[src/rtl/fetch_unit.sv]
// rtl/fetch_unit.sv - instruction fetch/sequencing stage feeding the decoder
module fetch_unit #(
   parameter int                PC_W     = 8,
   parameter logic [PC_W-1:0]   RESET_PC = '0,
   parameter int                CNT_W    = 16
) (
   input  logic             clk,
   input  logic             init,
   input  logic             start,
   output logic [PC_W-1:0]  imem_addr,
   output logic             imem_rd_en,
   input  logic [8:0]       imem_data,
   output logic [8:0]       inst,
   output logic             decoder_en,
   input  logic             branch,
   input  logic             branchi,
   input  logic             jump,
   input  logic [5:0]       immediate,
   input  logic [PC_W-1:0]  branch_target,
   input  logic             exec_done,
   input  logic             done,
   output logic [PC_W-1:0]  pc,
   output logic             running,
   output logic             halted,
   output logic [CNT_W-1:0] inst_count
);

   typedef enum logic [2:0] {
      S_IDLE, S_FETCH, S_WAIT, S_DECODE, S_EXEC, S_HALT
   } state_t;

   state_t          state, state_nx;
   logic            retire;
   logic [PC_W-1:0] pc_nx;
   logic [PC_W-1:0] off6;
   logic [PC_W-1:0] off4;

   always_ff @(posedge clk or posedge init) begin
      if (init) state <= S_IDLE;
      else      state <= state_nx;
   end

   always_comb begin
      state_nx   = state;
      retire     = 1'b0;
      imem_rd_en = 1'b0;
      decoder_en = 1'b0;
      running    = 1'b0;
      halted     = 1'b0;
      case (state)
         S_IDLE: begin
            if (start) state_nx = S_FETCH;
         end
         S_FETCH: begin
            imem_rd_en = 1'b1;
            running    = 1'b1;
            state_nx   = S_WAIT;
         end
         S_WAIT: begin
            running  = 1'b1;
            state_nx = S_DECODE;
         end
         S_DECODE: begin
            decoder_en = 1'b1;
            running    = 1'b1;
            state_nx   = S_EXEC;
         end
         S_EXEC: begin
            running = 1'b1;
            if (exec_done) begin
               retire   = 1'b1;
               state_nx = done ? S_HALT : S_FETCH;
            end
         end
         S_HALT: begin
            halted = 1'b1;
         end
         default: state_nx = S_IDLE;
      endcase
   end

   // Branch offsets are sign-extended to PC width; additions wrap modulo 2^PC_W.
   always_comb begin
      off6 = {{(PC_W-6){immediate[5]}}, immediate};
      off4 = {{(PC_W-4){immediate[3]}}, immediate[3:0]};
      if (branch)                 pc_nx = branch_target;
      else if (branchi && jump)   pc_nx = pc + off6;
      else if (branchi)           pc_nx = pc + off4;
      else                        pc_nx = pc + PC_W'(1);
   end

   always_ff @(posedge clk or posedge init) begin
      if (init) begin
         pc         <= RESET_PC;
         inst       <= '0;
         inst_count <= '0;
      end else begin
         if (state == S_WAIT) inst <= imem_data;
         if (retire) begin
            if (inst_count != {CNT_W{1'b1}}) inst_count <= inst_count + CNT_W'(1);
            if (!done) pc <= pc_nx;
         end
      end
   end

   assign imem_addr = pc;

endmodule

[config.mk]
export PLATFORM = sky130hd
export DESIGN_NAME = fetch_unit
export DESIGN_NICKNAME = d
export VERILOG_FILES = /design/src/rtl/fetch_unit.sv
export SDC_FILE = /design/constraint.sdc
export NUM_CORES = 1
export LEC_CHECK = 0
export CORE_AREA = 2 2 76 78
export DETAILED_ROUTE_END_ITERATION = 7
export DIE_AREA = 0 0 78 80
export PLACE_DENSITY = 0.74
export SYNTH_ARGS = -nofsm -noshare
export SYNTH_HDL_FRONTEND = slang
export SYNTH_SLANG_ARGS = --single-unit
[constraint.sdc]
create_clock -name clk -period 1.9 [get_ports clk]
set_clock_uncertainty 0.2 [all_clocks]
set_input_delay 0.38 -clock clk [delete_from_list [all_inputs] [get_ports clk]]
set_output_delay 0.38 -clock clk [all_outputs]
set_load 0.05 [all_outputs]
# Word-level counts from Yosys, hierarchy flattened
# Cells that the tools add are included.
[totals]
output_inout_bits = 45
reg_bits = 36
in_bits = 31
word_cells = 37
[classes]
eq_ne = 8
reduce_logical = 6
add_sub_neg = 4
bitwise = 2
mux = 13
[op_table]
columns = ["op", "count"]
rows = [
  ["8-bit two-way mux", 3],
  ["3-bit one-hot mux with 6 select lines", 1],
  ["16-bit by 1-bit adder with 16-bit output, second input constant", 1],
  ["8-bit adder", 2],
  ["16-bit != test, second input constant", 1],
  ["3-bit two-way mux", 3],
  ["8-bit by 1-bit adder with 8-bit output, second input constant", 1],
  ["3-bit by 2-bit equality test with 1-bit output, second input constant", 2],
  ["3-bit equality test, second input constant", 2],
  ["1-bit two-way mux", 6],
  ["2-bit != test, second input constant", 2],
  ["2-bit AND reduction", 2],
  ["4-bit OR reduction", 1],
  ["3-bit by 1-bit equality test with 1-bit output, second input constant", 1],
  ["3-bit zero test", 1],
  ["3-bit AND reduction", 1],
  ["1-bit inverter", 2],
  ["1-bit logical AND", 1],
]

# Depth between registers and ports, before layout
[logic_depth]
ltp_word = 4
depth_mapped = 8
mapped_depth_nobuf = 8

# Least setup slack after synthesis
# No wires, ideal clock.
[synth_path]
kind = "register -> register"
start = "reg pc[0] (netlist: imem_addr[0])"
end = "reg pc[6] (netlist: imem_addr[6])"
path_stages_with_launch = 8
slack_ns = -0.409
t_arrival_ns = 1.983
synth_period_minus_slack_ns = 2.309
path_buffers = 0
path_cell_list = "dfrtp_1 > ha_1 > fa_1 > a211oi_1 > o21bai_1 > a21oi_1 > or4_1 > nand3_1"
[synth_via]
elab_chain_cells = 4
word_cells_on_any_way = 6
classes_between = "add/sub (3); mux (3)"
[synth_rtl]
columns = ["item", "line", "text"]
rows = [
  ["start: declaration", "22", "output logic [PC_W-1:0] pc,"],
  ["start signal: assignment", "101", "if (!done) pc <= pc_nx;"],
  ["8-bit by 1-bit adder with 8-bit output / 8-bit adder (equally long branches)", "89, 88", ""],
  ["8-bit two-way mux", "88", "else if (branchi) pc_nx = pc + off4;"],
  ["8-bit two-way mux (*)", "87", "else if (branchi && jump) pc_nx = pc + off6;"],
  ["8-bit two-way mux (*)", "86", "if (branch) pc_nx = branch_target;"],
]
# Every way passes the cells marked *; elsewhere a longest branch is shown, timed or not.
# A chain may end at the register's enable or synchronous reset.

# Worst setup path in the final report
[layout_path]
start = "in immediate[2]"
end = "reg pc[7] (netlist: imem_addr[7])"
[layout_via]
elab_chain_cells = 4
word_cells_on_any_way = 5
classes_between = "add/sub (2); mux (3)"
[layout_rtl]
columns = ["item", "line", "text"]
rows = [
  ["start: declaration", "18", "input logic [5:0] immediate,"],
  ["8-bit adder", "88", ""],
  ["8-bit two-way mux", "88", ""],
  ["8-bit two-way mux (*)", "87", ""],
  ["8-bit two-way mux (*)", "86", ""],
]
# Marked as above.

==> run metrics <==
Final GP Congestion=0.879; most frequent cells in the layout=69 x buf_4, 22 x clkdlybuf4s50_1, 20 x dfrtp_2; starting density of the core=0.386; synthesized flop and latch total=36; Avg Inst Size Synth=10.3 um2; Layout fillers=406; routed len/inst=14.4 um; Final Setup Violations=3; WS Path Type=primary input to register; failing checks=setup timing; Crit path arrival time=2.11 ns; DR pass1 iterations=4; Synth async-reset ratio=1.00; Slew @ Worst Pin=0.339 ns; Synth Flop Type=dfrtp_1; final worst path period share=1.11; R2R setup slack=-0.19 ns; R2R depth=7; fmax=473 MHz; critical path cell sequence=dlygate4sd2_1 > and2_4 > ha_4 > o211ai_1 > nor3_2 > or3_4 > and2_4 > o211ai_1; clock transition time at the flip-flop clock pins of the worst setup and hold paths=0.08 ns; Clk pwr share=0.133; Leakage=1.68 nW; Root Driver=clkbuf_8; max-cap violation count=0; reg2reg start=imem_addr[0]; number of global-route vias before repair=1910; DR DRC count=0; clk_lat worst skew=0.28 ns; Cells after DPL=376; first-pass GRT wire length=8.96 mm; Reg2Reg Capture Point=imem_addr[7]; area grow syn2layout=76.6%; # IOs=76; ANT nets after route=0; layout net count=361; Synth Instances=203; Cell Area, Synth=0.00209 mm2; Overflow after GRT=0; CTS tree=built; Critical Path Start Type=primary input; Psw=2.47 mW; antenna violations before repair=0; largest cells by area after synthesis=dfrtp_1 43%, ha_1 5.4%, mux2_2 5.4%; Post-Route Utilization=0.682; share of layout cells above drive strength 1=0.545; sw frac=0.439; PwrDens=1530 mW/mm2; largest net degree at the start of global routing=37; combinational power share=0.650; Reg power frac=0.217; status=finished with violations; final hold violation count=0; Routed WL=5.66 mm; Slew Limit Headroom=0.772; Max VDD drop=0.000891 V; DR vias=1943; Starting DRT DRC Count=74; yosys warns=0; fin. max-slew vios=0; Vert. Die Dim=80 um; Final Instance Count excl. Fillers=393; syn nets=244; unrepaired setup endpoints after global routing=yes; Vias/cell=4.94; slowest stage cell, crit path=or3_4; # diodes=0; PnR worst setup slack=-0.212 ns; Yosys cell types=48; Seq/Total Area, Yosys=0.431; clock sinks=36; post-synth top area cell=dfrtp_1; # port buffers=75; die area=0.00624 mm2; EDFF count, synth=0; cts bufs inserted=5; clk buf depth=2; data required time of the worst path=1.89 ns; Critical Path End Type=register; Yosys top cell area share=0.431; site row count=27; die width=78 um; H-tree levels=2; max incr delay on CP=0.40 ns; HPWL after DPL=4.09 mm; hold crit path type=primary input to asynchronous set/reset pin; Final min period=2.11 ns; commonest non-fill, non-tap cell in the layout=buf_4; GRT Total Usage=0.183; Placeable Area=0.00541 mm2; Crit Path Max Fanout=2; Internal Power=3.16 mW
[metrics by stage]
stage	setup WS [ns]	hold slack, ns	instance area (um2)	power, mW	TNS, ns
2_1_floorplan	-0.226	0.332	2170	3.21	-0.463
3_3_place_gp	-0.762	0.272	3340	4.51	-5.61
3_5_place_dp	-0.900	0.270	3340	4.57	-6.44
4_1_cts	-0.123	0.255	3610	5.53	-0.317
5_1_grt	-0.235	0.265	3690	5.89	-0.557
6_report	-0.212	0.242	3690	5.63	-0.315
[worst max path at each step]
stage | start | endpoint | slack, ns | depth (start not counted)
after CTS | imem_addr[0] | imem_addr[6] | -0.12 | 7
after detailed placement | jump | imem_addr[7] | -0.90 | 9
final | immediate[2] | imem_addr[7] | -0.21 | 8
after floorplan | imem_addr[2] | imem_addr[7] | -0.23 | 6
after global routing | immediate[2] | imem_addr[7] | -0.23 | 8
after global placement | branchi | imem_addr[7] | -0.76 | 8
[power groups by stage]
stage          logic (mW)  registers, mW  clock network (mW)
6_report             3.66           1.22               0.751
2_1_floorplan        1.30           1.91                   0
3_3_place_gp         3.30           1.21                   0
3_5_place_dp         3.35           1.22                   0
4_1_cts              3.55           1.21               0.764
5_1_grt              3.84           1.26               0.795
[cells in the mapped netlist, types with 2 or more instances]
cell,n
dfrtp_1,36
nand2_1,16
nor2_1,13
a21oi_1,11
o21ai_0,11
and3_1,10
mux2_2,10
ha_1,9
xnor2_1,9
buf_4,8
and2_1,6
xor2_1,6
nand3_1,5
a211oi_1,3
inv_1,3
mux2i_1,3
nand2b_1,3
o211ai_1,3
a21boi_0,2
a21o_1,2
a41oi_1,2
buf_2,2
clkbuf_1,2
nor3_1,2
o21a_1,2
or3_1,2
[flip-flops by register name (all words and copies together) (netlist names)]
signal	cells
inst_count	16
inst	9
imem_addr	8
state	3
[per-layer routing]
layer  up-vias  GRT usage  routed length (um)
li1        955          -                   -
met5         -          0                   0
met2        50      0.334                2920
met4         0     0.0719                 113
met1       930      0.213                2400
met3         8     0.0283                 230
[worst max-delay path: cells and delay by family]
family | cells | cell delay, ns
AND/OR/NAND/NOR | 4 | 0.83
buffers and inverters | 1 | 0.25
adder cells (fa/ha/maj) | 1 | 0.22
AO/OA/AOI/OAI | 2 | 0.43
[logic make-up after synthesis]
group                      count (synthesis)  share of synthesized area
and+or+nand+nor                           71                      0.197
AOI/OAI and AO/OA                         43                      0.135
DFF                                       36                      0.431
xor gates and xnor gates                  15                     0.0629
buffers and inverters                     15                     0.0425
muxes                                     13                     0.0683
adders and majority gates                 10                     0.0635
[repair_timing]
action,in CTS,in global routing
endpoints found under the setup margin,9,14
gates cloned,0,0
hold buffers,0,0
pin swaps,23,16
resized for setup,47,16
hold endpoints to repair,0,0
setup buffers,7,3
[final cells by class]
cell class	count	area, um2	share of cell area
clock buffer	7	96.3	0.0261
timing repair buffer	122	1230	0.333
clock inverter	1	30.0	0.00814
sequential	36	926	0.251
multi-input combinational	152	1310	0.354
tap	72	90.1	0.0244
inverter	3	11.3	0.00305
Power figures use the tool's default switching activity.
